<file path="src/rtl/ser8_tx.sv">
// Parallel-to-serial transmitter: frames an 8-bit word as start bit, 8 data
// bits LSB first and a stop bit, each held for BIT_CYCLES clocks.
`timescale 1ns/1ps

module ser8_tx #(
  parameter int unsigned BIT_CYCLES = 4
) (
  input  logic       Clk,
  input  logic       Res,
  input  logic       load,
  input  logic [7:0] tx_data,
  output logic       ser_out,
  output logic       ready,
  output logic       busy,
  output logic       done
);

  typedef enum logic [1:0] {IDLE, START, DATA, STOP} state_t;

  localparam logic [7:0] BCNT_LAST = 8'(BIT_CYCLES - 1);

  state_t     state, state_nxt;
  logic [7:0] shreg, shreg_nxt;
  logic [7:0] bcnt, bcnt_nxt;
  logic [2:0] bidx, bidx_nxt;
  logic       done_nxt;
  logic       bit_end;

  // With BIT_CYCLES=1 the last count is 0, so every edge ends a bit time.
  assign bit_end = (bcnt == BCNT_LAST);

  always_comb begin
    state_nxt = state;
    shreg_nxt = shreg;
    bcnt_nxt  = bcnt;
    bidx_nxt  = bidx;
    done_nxt  = 1'b0;
    ready     = 1'b0;
    busy      = 1'b1;
    ser_out   = 1'b1;

    case (state)
      IDLE: begin
        ready = 1'b1;
        busy  = 1'b0;
        if (load) begin
          shreg_nxt = tx_data;
          bcnt_nxt  = '0;
          state_nxt = START;
        end
      end

      START: begin
        ser_out = 1'b0;
        if (bit_end) begin
          bcnt_nxt  = '0;
          bidx_nxt  = '0;
          state_nxt = DATA;
        end else begin
          bcnt_nxt = bcnt + 8'd1;
        end
      end

      DATA: begin
        ser_out = shreg[0];
        if (bit_end) begin
          bcnt_nxt  = '0;
          shreg_nxt = {1'b0, shreg[7:1]};
          if (bidx == 3'd7) begin
            state_nxt = STOP;
          end else begin
            bidx_nxt = bidx + 3'd1;
          end
        end else begin
          bcnt_nxt = bcnt + 8'd1;
        end
      end

      STOP: begin
        ser_out = 1'b1;
        if (bit_end) begin
          bcnt_nxt  = '0;
          done_nxt  = 1'b1;
          state_nxt = IDLE;
        end else begin
          bcnt_nxt = bcnt + 8'd1;
        end
      end

      default: begin
        state_nxt = IDLE;
      end
    endcase
  end

  always_ff @(posedge Clk or posedge Res) begin
    if (Res) begin
      state <= IDLE;
      shreg <= '0;
      bcnt  <= '0;
      bidx  <= '0;
      done  <= 1'b0;
    end else begin
      state <= state_nxt;
      shreg <= shreg_nxt;
      bcnt  <= bcnt_nxt;
      bidx  <= bidx_nxt;
      done  <= done_nxt;
    end
  end

endmodule

</file>
<file path="config.mk">
export PLATFORM = sky130hd
export DESIGN_NAME = ser8_tx
export DESIGN_NICKNAME = d
export VERILOG_FILES = /design/src/rtl/ser8_tx.sv
export SDC_FILE = /design/constraint.sdc
export NUM_CORES = 1
export LEC_CHECK = 0
export ABC_AREA = 1
export BUFFER_PORTS_ARGS = -buffer_cell sky130_fd_sc_hd__buf_2
export CAP_MARGIN = 20
export CORE_ASPECT_RATIO = 0.75
export CORE_MARGIN = 4
export CORE_UTILIZATION = 56
export DETAILED_ROUTE_END_ITERATION = 10
export PLACE_DENSITY = 0.85
export SYNTH_ARGS = -nofsm -noshare
export SYNTH_HDL_FRONTEND = slang
export SYNTH_SLANG_ARGS = --single-unit
export TNS_END_PERCENT = 30
</file>
<file path="constraint.sdc">
create_clock -name Clk -period 1.5 [get_ports Clk]
set_input_delay 0.075 -clock Clk [delete_from_list [all_inputs] [get_ports Clk]]
set_output_delay 0.075 -clock Clk [all_outputs]
set_load 0.1 [all_outputs]
</file>
# == Yosys cells after proc, flatten, opt, wreduce, memory -nomap -nowiden ==
# Cells that the tools add are included.
# totals
regBits,22
inputBits,11
output_inout_bits,4
wordCells,46
# classes
add_sub_neg,2
eq_ne,11
n_mux,21
reduce_logical,7
# op_table
operator,n
8-bit 2-to-1 mux,4
8-bit one-hot mux with 2 select lines,2
2-bit != test (second input constant),6
2-bit 2-to-1 mux,5
3-bit 2-to-1 mux,3
8-bit by 1-bit adder with 8-bit output (second input constant),1
8-bit by 2-bit == test with 1-bit output (second input constant),1
2-bit one-hot mux with 4 select lines,1
3-bit one-hot mux with 2 select lines,1
5-bit AND reduction,1
2-bit == test (second input constant),2
1-bit 2-to-1 mux,4
4-bit AND reduction,1
2-bit nonzero test,2
3-bit by 1-bit adder with 3-bit output (second input constant),1
3-bit == test (second input constant),1
3-bit AND reduction,1
3-bit OR reduction,1
2-bit by 1-bit == test with 1-bit output (second input constant),1
2-bit zero test,1
1-bit one-hot mux with 2 select lines,1

# == Logic depth before layout (Yosys ltp) ==
# depth
ltp_word,4
ltp_mapped,9
ltp_nobuf,9

# == Worst setup path before layout ==
# OpenSTA, ideal clock, no wires.
# synth_path
path_type,register -> register
startpoint,register state[0]
endpoint,register shreg[0]
setup_ps,118
arrival_time_ps,2579
required_time_ps,1382
path_slack_ps,-1197
path_stages_with_launch,9
path_buffers,1
period_less_slack_ps,2697
path_cell_list,dfrtp_1 > inv_1 > ha_1 > inv_2 > nor2_4 > nor2_8 > buf_12 > nand3_1 > nand2_1
# synth_between
elab_chain_cells,3
elab_cells_between_ends,7
cone_classes,eq/ne (3); mux (1); reduce/logical (3)
# synth_rtl
element,line,source
start: declaration,22,"state_t state, state_nxt;"
start signal: assignment,104,state <= state_nxt;
2-bit == test or 2-bit zero test (tied branches),42,case (state)
2-bit != test (no source line) or 2-bit nonzero test (tied branches),--,
3-bit AND reduction (no source line),--,
end signal: assignment,105,shreg <= shreg_nxt;
end: declaration,23,"logic [7:0] shreg, shreg_nxt;"
# Several ways; a longest one is shown, not always the timed one.
# A chain may end at the register's enable or synchronous reset.

# == Worst setup path in the final report ==
# layout_path
startpoint,register state[0]
endpoint,output ser_out
# layout_between
elab_chain_cells,2
elab_cells_between_ends,3
cone_classes,eq/ne (2); mux (1)
# layout_rtl
element,line,source
2-bit == test or 2-bit by 1-bit == test with 1-bit output (tied branches),42,
1-bit one-hot mux with 2 select lines (*),42,
end: declaration,12,"output logic ser_out,"
# Mark *: on every way between the ends. The rest lies on a longest branch, timed or not.

==> results.tsv <==
stage	metric	value	unit
worst_setup_path	CP Launch Type	flip-flop	
yosys	post-synth top area cell	dfrtp_1	
yosys	Post-synth top cells	61 x nand2_1, 22 x dfrtp_1, 13 x inv_1, 12 x nand3_1	
yosys	unique cell type count in the Yosys netlist	25	
timing	Hold Vio Cnt, Final	0	
clock_network	clk root buf	clkbuf_4	
clock_network	Num CTS Buffers	3	
global_routing	GR Util All Layers	24.4	%
worst_setup_path	CP max stage cell	dfrtp_1	
timing	Fin Setup TNS	-0.301	ns
detailed_routing	Post-route DRC	0	
die	Row Count	14	
pwr	static leakage	0.886	nW
die	die width	63.2	µm
clock_network	clk slew on worst S/H paths	0.14	ns
die	initial core utilization	61.3	%
die	Die Span Y	49.4	µm
detailed_routing	WL/cell	19.1	µm
detailed_routing	initial detailed-routing violation count	114	
worst_setup_path	critical path's top delay family	flip-flops	
timing	worst slew pin tran	0.484	ns
detailed_routing	met2 WL	2010	µm
worst_setup_path	crit-path max cell delay	0.42	ns
worst_setup_path	critical path class	flip-flop to primary output	
timing	fin crit share	105	%
die	full die area	3120	µm²
pwr	internal power	0.00227	W
worst_setup_path	reg-to-reg slack, setup	-0.05	ns
clock_network	CTS tree	built	
clock_network	Skew-Pair Late Insertion Delay	0.33	ns
detailed_routing	Via Count	1260	
yosys	Synth Net Count	176	
timing	Setup Skew	0.0194	ns
worst_setup_path	critical path cell sequence	inv_2, ha_4, inv_6, buf_6, o21a_4, buf_12	
yosys	synthesized area	1280	µm²
timing	RSZ-0062 raised after global routing	yes	
finish	Final Util	83.7	%
yosys	post-synthesis sequential area ratio	43.1	%
worst_setup_path	crit path DAT	1.50	ns
min_path	hold crit path type	input pin to flip-flop	
global_routing	grt total ovfl	0	
placed_design	pre-CTS setup slack	-0.00513	ns
yosys	synthesized flop and latch total	22	
timing	worst hold margin	0.00115	ns
global_routing	vias in the first global route	1234	
detailed_routing	uppermost routed layer	met4	
finish	Nets	211	
placed_design	GP Congestion	0.771	
global_routing	global-route wire length before repair	5840	µm
detailed_routing	ANT nets after route	0	
die	core area	2080	µm²
placed_design	Post-Place Cells	204	
finish	share of cells above drive strength 1	37.2	%
worst_setup_path	CP endpoint kind	primary output	
worst_setup_path	CP required	1.42	ns
clock_network	H-tree depth	1	
detailed_routing	DRT Wirelength	4110	µm
placed_design	detailed placement HPWL	2280	µm
pwr	Comb pwr share	67.6	%
timing	Max Clock Freq	0.633	GHz
worst_setup_path	worst path bufs/invs	4	
worst_setup_path	Worst Setup SP	state[0]	
worst_setup_path	CP endpoint	ser_out	
status	failing checks	negative setup slack	
yosys	FFs w/ async S/R, synth	100	%
finish	Area Growth Syn to Fin	36.4	%
yosys	EDFF count, synth	0	
pwr	Net Sw Power	0.00226	W
job	max_cap viols	0	
yosys	Avg Inst Size Synth	8.14	µm²
worst_setup_path	Crit Reg-Reg Endpoint	bcnt[3]	
timing	clock period minus worst slack	1.58	ns
placed_design	count of input and output buffers	14	
worst_setup_path	FF-to-FF Start	state[0]	
finish	Post-Layout Cell Count	215	
detailed_routing	First-pass DRT Iterations	4	
detailed_routing	Met3 Wirelength	349	µm
timing	final-report max-slew violation count	0	
global_routing	pin count of the biggest net entering global routing	23	
timing	Rel. slew slack	67.9	%
pwr	switching part of the total power	50.0	%
worst_setup_path	Max FO, Critical Path	3	
pwr	VDD IR max	2.03	mV
yosys	Synth Instances	157	
finish	ant diodes	0	
clock_network	Num Clock Sinks	22	
worst_setup_path	Worst R2R Path Depth	8	
yosys	most common cell in the netlist	nand2_1	
timing	final setup violation count	9	
status	status	finished, violations left	
worst_setup_path	critical path depth in cells	6	
die	I/O pin cnt	15	
yosys	synth warn	0	
pwr	Flop pwr share	22.0	%
pwr	pwr dens	2600	nW/µm²
yosys	top_reg_cell synth	dfrtp_1	
yosys	post-synth top area share	43.1	%
detailed_routing	WL met1	1590	µm
detailed_routing	vias per cell	5.86	
yosys	top cells by area, synth	dfrtp_1 43%, nand2_1 18%, ha_1 7.8%, nand3_1 4.7%, inv_1 3.8%	
timing	setup slack after layout	-0.0793	ns
pwr	share of total power in the clock network	10.4	%
finish	fill cell count	98	
global_routing	antenna violations before repair	0	
clock_network	deepest clock path buffer count	2	
state kept, by name, summed over array words and instances, names as in the netlist:
name and count:
shreg 8, state 2, bcnt 8, bidx 3, done 1
layout by cell type, fill, tap and decap left out, drive strengths merged:
cell and instances:
nand4 2, buf 32, a21oi 1, dfrtp 22
ha 8, o21ai 6, or2 1, a31oi 1
bufinv 1, o22ai 2, o31ai 1, xnor2 1
clkbuf 3, o21a 1, a22o 1, inv 14
dlygate4sd3 1, nor2 14, xor2 3, nand3 12
nand2 64
power by group through the flow:
stage	logic, W	registers [W]	clock network, W
after CTS	0.00276	0.000983	0.000463
after global routing	0.00323	0.00102	0.000494
after detailed placement	0.00254	0.000979	0
final	0.00306	0.000998	0.000470
after floorplan	0.00184	0.000959	0
after global placement	0.00244	0.000962	0
kinds of logic (layout without fill, tap and decap cells):
family	Yosys count	in the layout	synth area share, %
compound gates	13	13	6.07
xor+xnor	4	4	2.74
simple gates	93	93	33.9
flops	22	22	43.1
fa+ha+maj	8	8	7.83
buf+inv	17	51	6.46
worst min path at each step:
stage | startpoint | to | cells after the start
floorplan | Res | bcnt[0] | 1
global placement | Res | bcnt[7] | 3
detailed placement | Res | bcnt[7] | 3
CTS | tx_data[7] | shreg[7] | 3
global route | tx_data[7] | shreg[7] | 3
finish | tx_data[7] | shreg[7] | 3
worst reg2reg max path, stage by stage (launching register included):
cell and delay (ns):
dfrtp_1 0.42, inv_2 0.09, buf_4 0.13, ha_4 0.20, inv_12 0.05, nor2_4 0.17, buf_6 0.16, inv_1 0.09
o22ai_2 0.17
per-stage QoR:
stage / power [W] / area, µm²
3_5_place_dp: 0.00352 / 1560
4_1_cts: 0.00421 / 1700
6_report: 0.00453 / 1740
5_1_grt: 0.00474 / 1740
3_3_place_gp: 0.00340 / 1560
2_1_floorplan: 0.00280 / 1350
per-layer routing:
metal | vias to the layer above | GRT usage (%)
met4 | 0 | 8.96
met5 | - | 0
met3 | 22 | 6.91
met2 | 82 | 40.3
met1 | 588 | 30.5
li1 | 568 | -
final cells by class:
cell class	instances	area [µm²]	area share (%)
clock inverters	1	30.0	1.72
inverters	14	70.1	4.02
flip-flops and latches	22	553	31.7
well taps	24	30.0	1.72
multi-input cells	118	763	43.8
repair buffers	33	275	15.8
clock buffers	3	22.5	1.29
repair_timing:
item | in CTS | in global routing
setup buffers | 3 | 3
gates cloned | 0 | 0
resized for setup | 14 | 6
pin swaps | 5 | 3
endpoints found under the hold margin | 22 | 0
endpoints found under the setup margin | 10 | 16
hold buffers | 1 | 0
Note: power is estimated with default switching activity, not from simulation.
